<file path="config.mk">
export PLATFORM = sky130hd
export DESIGN_NAME = wb_rr_arbiter
export DESIGN_NICKNAME = d
export VERILOG_FILES = /design/src/rtl/wb_pkg.sv /design/src/rtl/wb_rr_pick.sv /design/src/rtl/wb_rr_arbiter.sv
export SDC_FILE = /design/constraint.sdc
export NUM_CORES = 1
export LEC_CHECK = 0
export BUFFER_PORTS_ARGS = -buffer_cell sky130_fd_sc_hd__buf_2
export CORE_AREA = 2 2 109 111
export DETAILED_ROUTE_END_ITERATION = 8
export DIE_AREA = 0 0 111 113
export SYNTH_ARGS = -nofsm -noshare
export SYNTH_HDL_FRONTEND = slang
export SYNTH_SLANG_ARGS = --single-unit
</file>
<file path="constraint.sdc">
create_clock -name clk_i -period 1.03 [get_ports clk_i]
set_input_delay 0.0515 -clock clk_i [delete_from_list [all_inputs] [get_ports clk_i]]
set_output_delay 0.0515 -clock clk_i [all_outputs]
set_load 0.02 [all_outputs]
</file>
<file path="src/rtl/wb_pkg.sv">
// Shared Wishbone widths and arbiter state encoding, reused by the interconnect blocks.
package wb_pkg;
    localparam int WB_ADR_W = 30;
    localparam int WB_DAT_W = 32;
    localparam int WB_SEL_W = 4;

    localparam logic [0:0] ST_IDLE = 1'b0;
    localparam logic [0:0] ST_BUSY = 1'b1;
endpackage

</file>
<file path="src/rtl/wb_rr_pick.sv">
// Round-robin pick: rotate requests to start after 'last', take the lowest set bit, un-rotate.
module wb_rr_pick #(
    parameter int NUM_MASTERS = 2
) (
    input  logic [NUM_MASTERS-1:0]         req,
    input  logic [$clog2(NUM_MASTERS)-1:0] last,
    output logic                           valid,
    output logic [$clog2(NUM_MASTERS)-1:0] idx
);
    localparam int IDX_W = $clog2(NUM_MASTERS);
    localparam int SUM_W = IDX_W + 1;
    localparam logic [SUM_W-1:0] N_S = SUM_W'(NUM_MASTERS);

    logic [NUM_MASTERS-1:0] rot;
    logic [IDX_W-1:0]       off;
    logic [SUM_W-1:0]       sum;

    genvar gi;
    generate
        for (gi = 0; gi < NUM_MASTERS; gi++) begin : g_rot
            logic [SUM_W-1:0] src;
            logic [IDX_W-1:0] src_idx;
            assign src     = SUM_W'(gi) + {1'b0, last} + SUM_W'(1);
            assign src_idx = IDX_W'((src >= N_S) ? (src - N_S) : src);
            assign rot[gi] = req[src_idx];
        end
    endgenerate

    // Scan downward so the lowest set bit is the one left standing.
    always_comb begin
        off = '0;
        for (int i = NUM_MASTERS - 1; i >= 0; i--) begin
            if (rot[i]) off = IDX_W'(i);
        end
    end

    assign valid = |req;
    assign sum   = {1'b0, off} + {1'b0, last} + SUM_W'(1);
    assign idx   = IDX_W'((sum >= N_S) ? (sum - N_S) : sum);
endmodule

</file>
<file path="src/rtl/wb_rr_arbiter.sv">
// Round-robin Wishbone classic arbiter: one granted master per CYC, ACK routing and STB timeout.
module wb_rr_arbiter
    import wb_pkg::*;
#(
    parameter int NUM_MASTERS = 2,
    parameter int TIMEOUT     = 16
) (
    input  logic                            clk_i,
    input  logic                            rst_ni,
    input  logic [NUM_MASTERS-1:0]          m_cyc_i,
    input  logic [NUM_MASTERS-1:0]          m_stb_i,
    input  logic [NUM_MASTERS-1:0]          m_we_i,
    input  logic [NUM_MASTERS*WB_ADR_W-1:0] m_adr_i,
    input  logic [NUM_MASTERS*WB_SEL_W-1:0] m_sel_i,
    input  logic [NUM_MASTERS*WB_DAT_W-1:0] m_dat_i,
    output logic [WB_DAT_W-1:0]             m_dat_o,
    output logic [NUM_MASTERS-1:0]          m_ack_o,
    output logic [NUM_MASTERS-1:0]          m_err_o,
    output logic                            s_cyc_o,
    output logic                            s_stb_o,
    output logic                            s_we_o,
    output logic [WB_ADR_W-1:0]             s_adr_o,
    output logic [WB_SEL_W-1:0]             s_sel_o,
    output logic [WB_DAT_W-1:0]             s_dat_o,
    input  logic [WB_DAT_W-1:0]             s_dat_i,
    input  logic                            s_ack_i
);
    localparam int IDX_W = $clog2(NUM_MASTERS);
    localparam int TMO_W = $clog2(TIMEOUT);

    logic [0:0]       state_reg, state_next;
    logic [IDX_W-1:0] grant_reg, grant_next;
    logic [IDX_W-1:0] last_reg, last_next;
    logic [TMO_W-1:0] tmo_cnt_reg, tmo_cnt_next;

    logic [WB_ADR_W-1:0] adr_arr [NUM_MASTERS];
    logic [WB_SEL_W-1:0] sel_arr [NUM_MASTERS];
    logic [WB_DAT_W-1:0] dat_arr [NUM_MASTERS];

    logic             busy, cyc_g, tmo_hit, pick_valid;
    logic [IDX_W-1:0] pick_idx;

    genvar gi;
    generate
        for (gi = 0; gi < NUM_MASTERS; gi++) begin : g_unpack
            assign adr_arr[gi] = m_adr_i[gi*WB_ADR_W +: WB_ADR_W];
            assign sel_arr[gi] = m_sel_i[gi*WB_SEL_W +: WB_SEL_W];
            assign dat_arr[gi] = m_dat_i[gi*WB_DAT_W +: WB_DAT_W];
        end
    endgenerate

    wb_rr_pick #(.NUM_MASTERS(NUM_MASTERS)) u_pick (
        .req   (m_cyc_i),
        .last  (last_reg),
        .valid (pick_valid),
        .idx   (pick_idx)
    );

    assign busy    = (state_reg == ST_BUSY);
    assign cyc_g   = m_cyc_i[grant_reg];
    assign tmo_hit = (tmo_cnt_reg == TMO_W'(TIMEOUT - 1));
    assign m_dat_o = s_dat_i;

    // Slave side is a combinational copy of the granted master, zeroed when idle.
    always_comb begin
        s_cyc_o = busy & cyc_g;
        s_stb_o = busy & cyc_g & m_stb_i[grant_reg];
        s_we_o  = busy & m_we_i[grant_reg];
        s_adr_o = busy ? adr_arr[grant_reg] : '0;
        s_sel_o = busy ? sel_arr[grant_reg] : '0;
        s_dat_o = busy ? dat_arr[grant_reg] : '0;
    end

    // A same-cycle ack beats the timeout.
    always_comb begin
        m_ack_o = '0;
        m_err_o = '0;
        if (s_stb_o) begin
            m_ack_o[grant_reg] = s_ack_i;
            m_err_o[grant_reg] = ~s_ack_i & tmo_hit;
        end
    end

    always_comb begin
        state_next   = state_reg;
        grant_next   = grant_reg;
        last_next    = last_reg;
        tmo_cnt_next = '0;
        if (!busy) begin
            if (pick_valid) begin
                state_next = ST_BUSY;
                grant_next = pick_idx;
            end
        end else if (!cyc_g) begin
            state_next = ST_IDLE;
            last_next  = grant_reg;
        end else if (s_stb_o && !s_ack_i && !tmo_hit) begin
            tmo_cnt_next = tmo_cnt_reg + TMO_W'(1);
        end
    end

    always_ff @(posedge clk_i or negedge rst_ni) begin
        if (!rst_ni) begin
            state_reg   <= ST_IDLE;
            grant_reg   <= '0;
            last_reg    <= IDX_W'(NUM_MASTERS - 1);
            tmo_cnt_reg <= '0;
        end else begin
            state_reg   <= state_next;
            grant_reg   <= grant_next;
            last_reg    <= last_next;
            tmo_cnt_reg <= tmo_cnt_next;
        end
    end
endmodule

</file>
# Word level (Yosys, flattened, before mapping)
# Index checks and enable logic that the tools add are counted.
# word_totals
ff_bits	7
in_bits	173
output_inout_bits	105
word_cells	76
# op_classes
addsub	8
order_cmp	8
n_eq_ne	1
muxes	37
bitwise_logic	10
n_reduce_logical	8
# ops
operator	n
$mux W32	4
$mux W30	4
$mux W4	7
$mux W1	19
$ge A2 B2 Y1 const B	4
$lt A1 B2 Y1 const B	3
$add A2 B1 Y2 const B	2
$add A4 B1 Y4 const B	1
$and A1 B1 Y1	4
$and A2 B2 Y2	2
$eq A4 B4 Y1 const B	1
$mux W2	2
$reduce_and A2 Y1	2
$logic_and A1 B1 Y1	3
$not A1 Y1	3
$sub A1 B1 Y1 const B	3
$add A1 B1 Y2	1
$add A1 B1 Y2 const B	1
$logic_not A1 Y1	2
$not A1 Y2	1
$reduce_or A2 Y1	1
$demux W1 S1	1
$ge A1 B1 Y1 const B	1

# Logic depth before layout (Yosys ltp)
# depth
depth_word	12
depth_mapped	4
ltp_nobuf	4

# Modules after synthesis
# A second synthesis with hierarchy kept.
# hier_totals
cells_unflattened	222
hier_area_um2	1814.2
# by_module_without_submodules
module	n_inst	cells_per_inst	area_per_inst_um2	seq_area_each_um2
wb_rr_arbiter	1	218	1793.0	176.4
wb_rr_pick	1	4	21.3	0.0

# Worst setup path after synthesis
# OpenSTA, ideal clock, no wires.
# synth_timing
path_type	flip-flop to output port
startpoint	register tmo_cnt_reg[0]
endpoint	output m_err_o[0]
arrival_time_ns	1.180
required_time_ns	0.978
slack_ns	-0.201
stages_incl_launch_ff	4
path_buffers	0
path_cell_list	dfrtp_1 > ha_1 > nand3_1 > nor3_1
# synth_between
elab_chain_len	4
# synth_lines
element	line_no	rtl
start, declared	wb_rr_arbiter.sv:34	logic [TMO_W-1:0] tmo_cnt_reg, tmo_cnt_next;
start signal, assigned	wb_rr_arbiter.sv:112	tmo_cnt_reg <= tmo_cnt_next;
$eq A4 B4 Y1	wb_rr_arbiter.sv:61	assign tmo_hit = (tmo_cnt_reg == TMO_W'(TIMEOUT - 1));
$and A1 B1 Y1	wb_rr_arbiter.sv:80	m_err_o[grant_reg] = ~s_ack_i & tmo_hit;
$and A2 B2 Y2 (no source line)	--	
$mux W2	wb_rr_arbiter.sv:78	if (s_stb_o) begin
end, declared	wb_rr_arbiter.sv:18	output logic [NUM_MASTERS-1:0] m_err_o,
# Every way passes these cells.

# Worst setup path in the final report
# layout_timing
startpoint	register grant_reg
endpoint	output s_adr_o[10]
# layout_between
elab_chain_len	5
# layout_lines
element	line_no	rtl
start, declared	wb_rr_arbiter.sv:32	logic [IDX_W-1:0] grant_reg, grant_next;
start signal, assigned	wb_rr_arbiter.sv:110	grant_reg <= grant_next;
$not A1 Y2 (not written as such)	wb_rr_arbiter.sv:69	s_adr_o = busy ? adr_arr[grant_reg] : '0;
$mux W30 (not written as such) (3 in series)	wb_rr_arbiter.sv:69	
$mux W30	wb_rr_arbiter.sv:69	
end, declared	wb_rr_arbiter.sv:22	output logic [WB_ADR_W-1:0] s_adr_o,
# Every way passes these cells. The select of a mux whose other input is x is not followed.

==> flow_summary.json <==
{
  "drt-initial-drc-count": 40,
  "combPwrFrac": 0.839,
  "swShare": 0.5057,
  "drive_gt1_frac": 0.7859,
  "cap_violations": 0,
  "rsz0062_at_grt": "yes",
  "largest_reg_flops": 4,
  "regArea_um2": 181.4,
  "yosysWarnings": 0,
  "overflow": 0,
  "p_leak_uw": 0.001750,
  "setup_slack_ps": -482.3,
  "finalInstanceArea_um2": 3214,
  "critPathRequiredTime_ps": 980,
  "nets": 586,
  "slowest_stage": "dfrtp_4",
  "arrival_ps": 1460,
  "ioPinCount": 278,
  "slew_viol_final": 0,
  "cts_buffers": 3,
  "grt_pass1_vias": 2238,
  "crit_fanout": 36,
  "cts_buffer_depth": 2,
  "worst_pin_slew_ps": 282.4,
  "core.rowCount": 39,
  "grt_usage": 0.08948,
  "switchingPower_uw": 3532,
  "core_um2": 11270,
  "max_stage_delay_ps": 460,
  "initial_utilization": 0.1441,
  "crit_path_start_kind": "flop",
  "rrSetupSlack_ps": -360,
  "drc": 0,
  "power.density_nw_per_um2": 2173,
  "dp_hpwl_mm": 5.294,
  "die_area_um2": 12540,
  "worstSetupEndpointType": "primary output",
  "htree_levels": 1,
  "grt_max_degree": 37,
  "final_hold_viol_count": 0,
  "routed_wirelength_mm": 6.193,
  "dpl_cell_area_um2": 2933,
  "die_w_um": 111,
  "p_seq_frac": 0.067,
  "avgSynthCellArea_um2": 7.382,
  "crit_type": "reg -> out",
  "vias": 2233,
  "pwr-share-clk": 0.094,
  "clkLatencyLatePin_ps": 230,
  "power_uw": 6984,
  "drt_first_pass_iters": 4,
  "synth_seq_cells": 7,
  "max_freq_mhz": 661.2,
  "antenna_left": 0,
  "io_buffers": 213,
  "yosysSeqAreaShare": 0.1086,
  "netlist_instances": 220,
  "antenna_cells": 0,
  "tritoncts": "done",
  "root_buffer": "clkbuf_16",
  "antenna_found_initial": 0,
  "hp-class": "in -> out",
  "fin_worst_skew_ps": 3.374,
  "relSlewSlack": 0.8104,
  "vdd.ir_drop.worst_mv": 1.518,
  "die_height_um": 113,
  "cts.sinks": 7,
  "wire_per_inst_um": 11.18,
  "synth_area_um2": 1624,
  "synth_nets": 394,
  "final.period_utilization": 1.468,
  "grt_pass1_wl_mm": 9.735,
  "p_int_uw": 3452,
  "fillers": 1210,
  "area_delta_synth_final_pct": 97.92,
  "crit_chain": "buf_16 -> mux2i_1 -> nor2_2 -> buf_2",
  "clk_pin_slew_ps": 30,
  "violations": "negative setup slack",
  "status": "finished with violations",
  "finalSetupViolCount": 79,
  "gp_congestion": 0.7820,
  "final.min_clock_period_ps": 1512,
  "multi_input_area_um2": 1384,
  "synth_cell_types": 25,
  "viasPerCell": 4.031
}
[logic make-up (layout without fill, tap and decap cells)]
group,after synthesis,after routing,share of synthesized area
AO/OA/AOI/OAI,9,9,0.04083
buffers and inverters,49,240,0.2026
XOR/XNOR,1,1,0.005394
AND/OR/NAND/NOR,85,85,0.2157
flip-flops,7,7,0.1086
multiplexers,68,68,0.4191
adder cells (fa/ha/maj),1,1,0.007703
[what timing repair did]
item                                    in CTS  in global routing
hold buffers                                 1                  0
pin swaps                                    8                  0
endpoints found under the setup margin      79                 80
buffers inserted                             3                  2
gates resized for setup                     30                 17
endpoints found under the hold margin        7                  0
[critical path, delay by kind of cell, from the launching register on]
kind	cells	cell delay, ps
multiplexers	1	280
flip-flops	1	460
buffers and inverters	2	400
AND/OR/NAND/NOR	1	50
[placed cells by master, fill, tap and decap left out, drive strengths merged]
cell	netlist	final
nand3	1	1
clkbuf	7	4
buf	40	233
dfstp	1	1
mux2i	68	68
nor2b	1	1
nor2	72	72
inv	2	1
clkinv	0	1
nand4b	1	1
nand2b	1	1
o21ai	2	2
a311oi	1	1
nand2	5	5
nor3b	1	1
dlygate4sd3	0	1
a21o	2	2
ha	1	1
xnor2	1	1
a21oi	2	2
dfrtp	6	6
nand4	1	1
a32o	1	1
nor3	2	2
a31oi	1	1
[synthesized netlist by cell type, drive strengths merged]
master / count / share of area
a311oi: 1 / 0.0092
nand2b: 1 / 0.0039
mux2i: 68 / 0.42
nand2: 5 / 0.012
nor2b: 1 / 0.0039
nor2: 72 / 0.17
dfstp: 1 / 0.016
nor3: 2 / 0.0062
dfrtp: 6 / 0.092
a21oi: 2 / 0.0062
inv: 2 / 0.0046
nor3b: 1 / 0.0077
a31oi: 1 / 0.0039
xnor2: 1 / 0.0054
a21o: 2 / 0.0092
nand3: 1 / 0.0031
buf: 40 / 0.18
nand4b: 1 / 0.0054
a32o: 1 / 0.0062
ha: 1 / 0.0077
nand4: 1 / 0.0077
clkbuf: 7 / 0.016
o21ai: 2 / 0.0062
[per-layer routing]
layer / wire, um / global-route usage / up-vias
met1: 2148 / 0.09014 / 989
met3: 568 / 0.01393 / 26
li1: - / - / 1088
met5: 0 / 0 / -
met2: 3316 / 0.1816 / 130
met4: 159 / 0.03667 / 0
[area by class of cell]
cell class,instances,area share
Multi-Input combinational cell,164,0.4305
Inverter,2,0.003893
Sequential cell,7,0.05644
Timing Repair Buffer,234,0.4290
Clock buffer,4,0.02452
Tap cell,143,0.05566
[stage by stage]
step	hold slack (ps)	util	setup TNS (ps)	worst slack [ps]	std cells
2_1_floorplan	-244.1	-	-1968	-77.27	220
3_3_place_gp	-108.6	0.2602	-13590	-250.9	544
3_5_place_dp	-106.0	0.2602	-15440	-297.3	544
4_1_cts	103.1	0.2788	-32520	-489.6	552
5_1_grt	103.0	0.2852	-36910	-558.4	554
6_report	103.0	0.2852	-32350	-482.3	554
[worst paths after layout]
| kind | startpoint | to | cells past startpoint |
|---|---|---|---|
| max in group asynchronous | rst_ni | last_reg$_DFFE_PN1P_ | 2 |
| max | grant_reg$_DFFE_PN0P_ | s_adr_o[10] | 4 |
| min in group asynchronous | rst_ni | tmo_cnt_reg[1]$_DFF_PN0_ | 2 |
| max reg2reg | grant_reg$_DFFE_PN0P_ | tmo_cnt_reg[3]$_DFF_PN0_ | 3 |
| min | s_dat_i[25] | m_dat_o[25] | 0 |
| min reg2reg | last_reg$_DFFE_PN1P_ | last_reg$_DFFE_PN1P_ | 2 |
[power groups by stage]
stage               clock (uW)  combinational (uW)  sequential (uW)
floorplan                    0                4260              394
global placement             0                5390              455
detailed placement           0                5500              460
CTS                        668                5810              462
global route               688                6280              474
finish                     657                5860              465
Note: power is estimated with default switching activity, not from simulation.
